## config.mk

```make
export PLATFORM = sky130hd
export DESIGN_NAME = binary_to_bcd_seq
export DESIGN_NICKNAME = d
export VERILOG_FILES = /design/src/rtl/bcd_pkg.sv /design/src/rtl/bcd_add3_digit.sv /design/src/rtl/binary_to_bcd_seq.sv
export SDC_FILE = /design/constraint.sdc
export NUM_CORES = 1
export LEC_CHECK = 0
export ABC_CLOCK_PERIOD_IN_PS = 1400
export CORE_MARGIN = 2
export CORE_UTILIZATION = 48
export CTS_CLUSTER_SIZE = 24
export DETAILED_ROUTE_END_ITERATION = 10
export PLACE_DENSITY = 0.79
export SLEW_MARGIN = 20
export SYNTH_ARGS = -nofsm -noshare
export SYNTH_HDL_FRONTEND = slang
export SYNTH_SLANG_ARGS = --single-unit
```

## constraint.sdc

```tcl
create_clock -name clk -period 1.4 [get_ports clk]
set_input_delay 0.21 -clock clk [delete_from_list [all_inputs] [get_ports clk]]
set_output_delay 0.21 -clock clk [all_outputs]
set_load 0.005 [all_outputs]
```

## src/rtl/bcd_pkg.sv

```systemverilog
// rtl/bcd_pkg.sv - shared types, constants and sizing helper for the BCD converter
package bcd_pkg;

    localparam int NIBBLE_W = 4;

    typedef enum logic [1:0] {
        ST_IDLE  = 2'd0,
        ST_SHIFT = 2'd1,
        ST_DONE  = 2'd2
    } state_e;

    // Decimal digits needed to show 2^width-1: ceil(width*log10(2)).
    // 2^width is never a power of ten, so the ceiling is exact.
    function automatic int min_bcd_digits(input int width);
        return (width * 30103 + 99999) / 100000;
    endfunction

endpackage

```

## src/rtl/bcd_add3_digit.sv

```systemverilog
// rtl/bcd_add3_digit.sv - double-dabble per-digit correction (add 3 when digit >= 5)
module bcd_add3_digit
    import bcd_pkg::*;
(
    input  logic [NIBBLE_W-1:0] digit_i,
    output logic [NIBBLE_W-1:0] digit_o
);

    // Digit is at most 9 here, so the +3 never carries out of the nibble
    always_comb begin
        digit_o = (digit_i >= 4'd5) ? digit_i + 4'd3 : digit_i;
    end

endmodule

```

## src/rtl/binary_to_bcd_seq.sv

```systemverilog
// rtl/binary_to_bcd_seq.sv - multi-cycle shift-and-add-3 binary to BCD converter
module binary_to_bcd_seq
    import bcd_pkg::*;
#(
    parameter int WIDTH  = 8,
    parameter int DIGITS = 3
) (
    input  logic                         clk,
    input  logic                         rst,
    input  logic                         start,
    input  logic [WIDTH-1:0]             binary,
    output logic                         busy,
    output logic                         done,
    output logic [NIBBLE_W*DIGITS-1:0]   bcd
);

    localparam int ACC_W = NIBBLE_W * DIGITS;
    localparam int CNT_W = $clog2(WIDTH + 1);

    if (WIDTH < 1) begin : g_bad_width
        $error("binary_to_bcd_seq: WIDTH must be >= 1");
    end
    if (DIGITS < min_bcd_digits(WIDTH)) begin : g_bad_digits
        $error("binary_to_bcd_seq: DIGITS too small for WIDTH");
    end

    state_e             state_q, state_d;
    logic [WIDTH-1:0]   bin_q, bin_d;
    logic [ACC_W-1:0]   acc_q, acc_d;
    logic [CNT_W-1:0]   cnt_q, cnt_d;
    logic [ACC_W-1:0]   bcd_q, bcd_d;

    logic [ACC_W-1:0]       acc_corr;
    logic [ACC_W+WIDTH-1:0] shifted;

    for (genvar g = 0; g < DIGITS; g++) begin : g_digit
        bcd_add3_digit u_add3 (
            .digit_i (acc_q[g*NIBBLE_W +: NIBBLE_W]),
            .digit_o (acc_corr[g*NIBBLE_W +: NIBBLE_W])
        );
    end

    // One double-dabble iteration: corrected accumulator and binary shift left together
    always_comb begin
        shifted = {acc_corr, bin_q} << 1;
    end

    // Next-state and datapath load/iterate decisions
    always_comb begin
        state_d = state_q;
        bin_d   = bin_q;
        acc_d   = acc_q;
        cnt_d   = cnt_q;
        bcd_d   = bcd_q;
        case (state_q)
            ST_IDLE, ST_DONE: begin
                if (start) begin
                    state_d = ST_SHIFT;
                    bin_d   = binary;
                    acc_d   = '0;
                    cnt_d   = CNT_W'(WIDTH);
                end else begin
                    state_d = ST_IDLE;
                end
            end
            ST_SHIFT: begin
                {acc_d, bin_d} = shifted;
                cnt_d          = cnt_q - CNT_W'(1);
                if (cnt_q == CNT_W'(1)) begin
                    state_d = ST_DONE;
                    bcd_d   = shifted[ACC_W+WIDTH-1:WIDTH];
                end
            end
            default: state_d = ST_IDLE;
        endcase
    end

    // State and datapath registers with synchronous reset
    always_ff @(posedge clk) begin
        if (rst) begin
            state_q <= ST_IDLE;
            bin_q   <= '0;
            acc_q   <= '0;
            cnt_q   <= '0;
            bcd_q   <= '0;
        end else begin
            state_q <= state_d;
            bin_q   <= bin_d;
            acc_q   <= acc_d;
            cnt_q   <= cnt_d;
            bcd_q   <= bcd_d;
        end
    end

    assign busy = (state_q == ST_SHIFT);
    assign done = (state_q == ST_DONE);
    assign bcd  = bcd_q;

endmodule

```

---- Word level (Yosys, flattened, before mapping) ----
Index checks and enable logic that the tools add are counted.
storage, ports and cells
  memories ................................ 0
  bits in read-only memories .............. 0
  output and inout port bits .............. 14
  memory bits (writable) .................. 0
  flip-flop bits (word level) ............. 38
  input port bits ......................... 11
  latch bits .............................. 0
cells by class
  muxes and demuxes ....................... 12
  order comparisons ....................... 3
  bitwise gates (word level) .............. 0
  divide/modulo/power cells ............... 0
  multipliers ............................. 0
  shift operators ......................... 0
  reduce and logical (&&, ||, !) cells .... 5
  eq/ne operators ......................... 5
  $add $sub $neg .......................... 4
operator list
  cell                   count
  $pmux W12 S2           1
  $pmux W8 S2            1
  $ge A4 B3 Y1 const B   3
  $mux W12               1
  $mux W4                3
  $add A4 B2 Y4 const B  2
  $mux W8                1
  $pmux W4 S2            1
  $eq A4 B1 Y1 const B   1
  $pmux W2 S2            1
  $reduce_and A2 Y1      2
  $sub A4 B1 Y4 const B  1
  $add A3 B2 Y3 const B  1
  $mux W3                1
  $eq A2 B1 Y1 const B   1
  $eq A2 B2 Y1 const B   1
  $logic_not A2 Y1       1
  $mux W2                1
  $ne A2 B1 Y1 const B   1
  $ne A2 B2 Y1 const B   1
  $reduce_bool A2 Y1     1
  $reduce_or A2 Y1       1
  $mux W1                1

---- Depth between registers and ports, before layout ----
  depth after elaboration ................. 4
  gate-level depth with buffers ........... 7
  mapped depth without buffers ............ 6

---- By module ----
Synthesis repeated with hierarchy kept, for this count alone.
second synthesis, totals
  cells, all modules ...................... 205
  area, all modules ....................... 1746.7 um2
by module, submodules not included
  module             sequential area each (um2)  area each (um2)  cells an instance  instances
  binary_to_bcd_seq  760.7                       1442.6           157                1
  bcd_add3_digit     0.0                         101.3            16                 3

---- Worst setup path before layout ----
No wires, ideal clock.
  kind .................................... register to register
  start ................................... register cnt_q[0]
  end ..................................... register bcd_q[6], in the netlist bcd[6]
  setup time .............................. 123 ps
  required time ........................... 1277 ps
  arrival ................................. 1419 ps
  path buffers ............................ 1
  period minus slack after synthesis ...... 1542 ps
  setup slack ............................. -142 ps
  stages on the path, launching flop included .. 6
  path through ............................ dfxtp_1 -> ha_1 -> or3b_4 -> nor2_2 -> buf_2 -> o22ai_1
on the way
  longest elaborated chain between the ends .. 2
ends and longest elaborated chain
  element                             RTL line                 text
  start, declared                     binary_to_bcd_seq.sv:30  logic [CNT_W-1:0] cnt_q, cnt_d;
  start signal, assigned              binary_to_bcd_seq.sv:90  cnt_q <= cnt_d;
  $eq A4 B1 Y1                        binary_to_bcd_seq.sv:69  if (cnt_q == CNT_W'(1)) begin
  $reduce_and A2 Y1 (no source line)  -
  end signal, assigned                binary_to_bcd_seq.sv:85  bcd_q <= '0;
  end signal, assigned                binary_to_bcd_seq.sv:91  bcd_q <= bcd_d;
  end, declared                       binary_to_bcd_seq.sv:31  logic [ACC_W-1:0] bcd_q, bcd_d;
No other way between the ends.
A chain may end at the register's enable or synchronous reset.

---- Final worst setup path ----
  start ................................... register cnt_q[1]
  end ..................................... register bcd_q[9], in the netlist bcd[9]
Same word-level chain as after synthesis.

==> impl_summary.log <==
INFO  metric core = 0.00339 sq mm
INFO  metric grt_antenna_before_repair = 0
INFO  metric row_count = 21
INFO  metric setup-violations-final = 15
INFO  metric ys_seq_elements = 38
INFO  metric holdWs = between 400 and 500 ps
INFO  metric dp_cells = ~280
INFO  metric globalRoute.totalOverflow = 0
INFO  metric synth_edf_count = 0
INFO  metric worst_slack = -199 ps
INFO  metric total_die_area = between 0.004 and 0.005 sq mm
INFO  metric grt_max_degree = 17
INFO  metric finalMaxSlewViolations = 0
INFO  metric ys_warn_count = 0
INFO  metric portBuffers = 24
INFO  metric max-slew-margin-rel = around 78%
INFO  metric synth_fp_nets = about 210
INFO  metric run_status = complete, but fails checks
INFO  metric dieWidth = about 64 um
INFO  metric chipHeight = between 60 and 70 um
INFO  metric ir_worst_vdd = about 750 uV
INFO  metric worst-endpoint-arrival = 1890 ps
INFO  metric post-layout-total-power = around 2.3 mW
INFO  metric area.growth.synth_to_final = 57.7%
INFO  metric grt_first_pass_wirelength = 7550 um
INFO  metric layout.cells.non_filler = between 200 and 300
INFO  metric final.min_clock_period = ~1600 ps
INFO  metric dp.final_hpwl = 2970 um
INFO  metric postLayoutCellArea = 0.00272 sq mm
INFO  metric power.leakage = roughly 1.1 nW
INFO  metric pwr_density_cell = around 860 mW/mm^2
INFO  metric postRouteAntennaNets = 0
INFO  metric cp_max_fo = 7
INFO  metric remaining_drc_errors = 0
INFO  metric vias_per_cell = approximately 5.5
INFO  metric violations = negative setup slack
INFO  metric grt_use_total = 24.5%
INFO  metric layout_cell_share_with_drive_strength_beyond_1 = a little under half
INFO  metric htree_levels = 2
INFO  metric detail_route.wirelength = about 5200 um
INFO  metric num-nets-final = between 200 and 300
INFO  metric cts_buffer_depth = 2
INFO  metric final.setup_skew = approximately 8 ps
INFO  metric required = about 1700 ps
INFO  metric ios = 25
INFO  metric pre_antenna_drt_iters = 4
INFO  metric commonest_non_fill_non_tap_cells_in_the_layout = 38 x buf_4, 20 x dfxtp_2, 17 x dfxtp_1, 15 x nor2_1, 12 x dlygate4sd2_1
INFO  metric synth_area = between 0.0015 and 0.002 sq mm
INFO  metric n_antenna_cell = 0
INFO  metric achievable-frequency = 625 MHz
INFO  metric asyncSetResetFlopFracSynth = 0%
INFO  metric avgRoutedWirePerCell = around 17 um
INFO  metric tightest_slew = between 300 and 400 ps
INFO  metric grt_setup_unrepaired = true
INFO  metric crit_path_start_kind = flop
INFO  metric max_cap_viol_count = 0
INFO  metric synth_cell_type_count = 27
INFO  metric worstSkewPairLatency = about 360 ps
INFO  metric worst_setup_hold_path_clk_slew = roughly 120 ps
INFO  metric crit_path_category = flop to flop
INFO  metric min-delay-path-class = primary input to flop
INFO  metric numCtsBuffers = 5
INFO  metric start_util = roughly half
INFO  metric cts_tree = built
INFO  metric mostFrequentLayoutCell = buf_4
INFO  metric timing.final.hold_violations = 0
INFO  metric routability_cong = around 0.83
INFO  metric clock_tree.root_cell = clkbuf_4
INFO  metric synthCells = ~190
INFO  metric worst_setup_path_end_kind = flop
INFO  metric post_synth.cell_area_avg = ~9.0 sq um
INFO  metric fillers = 197
INFO  metric synth_ff_type = dfxtp_1
INFO  metric grt_pass1_vias = between 1.5k and 2k
INFO  metric vias = about 1.7k
INFO  metric postPlaceCellArea = between 0.002 and 0.0025 sq mm
INFO  metric synth_sequential_area_ratio = between 40% and 50%
INFO  metric cts_sinks = 38
INFO  metric fin_crit_sh = 114%
INFO  metric dr.first_iter.drc_count = around 120
registers in the layout (all words and copies together), names as in the netlist:
signal and count:
cnt_q 4, acc_q 12, bin_q 8, bcd 12, state_q 2
cell usage after synthesis (all sizes together), types with 6 or more instances:
cell type  number  area, sq um
dfxtp          38          761
nor2           22         85.1
a21oi          14         70.1
o22ai          14         87.6
a211oi         13         97.6
nand2b         11         68.8
inv            10         37.5
clkbuf          9         35.0
ha              8          100
mux2i           8         80.1
or3             6         37.5
metal layers:
layer	global-route usage, %	share of wire [%]	up-vias
met3	5.28	4.3	10
met5	0	0	-
met1	28.4	39	802
li1	-	-	810
met4	10.1	2.4	0
met2	43.5	54	37
timing repair:
action / 4_1_cts / 5_1_grt
gates resized for setup: 58 / 29
endpoints found under the setup margin: 36 / 21
pin swaps: 12 / 8
buffers inserted: 5 / 4
hold buffers: 0 / 0
gates cloned: 0 / 1
hold endpoints to repair: 0 / 0
metrics by stage:
stage | worst slack (ps) | utilization [%] | TNS, ps
final | -199 | 80.3 | -2020
after global routing | -229 | 80.3 | -2670
after CTS | -169 | 74.5 | -1500
after detailed placement | -251 | 66.9 | -4180
after global placement | -147 | 66.9 | -2220
after floorplan | -120 | - | -718
worst paths after layout:
path              startpoint  endpoint  slack, ps  depth (start not counted)
setup reg to reg    cnt_q[1]    bcd[9]       -200                          5
setup / recovery    cnt_q[1]    bcd[9]       -200                          5
hold / removal     binary[7]  bin_q[7]        490                          3
hold reg to reg       bcd[6]    bcd[6]        500                          2
where the power goes:
| group | switching (mW) | internal [mW] |
|---|---|---|
| Clock | 0.375 | 0.416 |
| Sequential | 0.0333 | 1.13 |
| Combinational | 0.189 | 0.196 |
worst max-delay path, stage by stage (launching register included):
cell and delay, ps:
dfxtp_2 340, inv_2 70, ha_4 120, or3b_4 400, or3_4 400, o22ai_1 190
layout make-up:
cell class / count / area (sq um) / area share [%]
Clock buffer: 6 / 51.3 / 1.89
Clock inverter: 1 / 30.0 / 1.10
Inverter: 10 / 45.0 / 1.66
Multi-Input combinational cell: 131 / 1140 / 41.8
Sequential cell: 38 / 790 / 29.0
Tap cell: 46 / 57.6 / 2.12
Timing Repair Buffer: 67 / 609 / 22.4
cell families after synthesis:
family / share of synthesized area [%]
mux: 6.60
buf+inv: 5.37
fa+ha+maj: 5.80
compound gates: 17.6
simple gates: 18.5
flops: 44.1
xor+xnor: 2.03
Power figures use the tool's default switching activity.
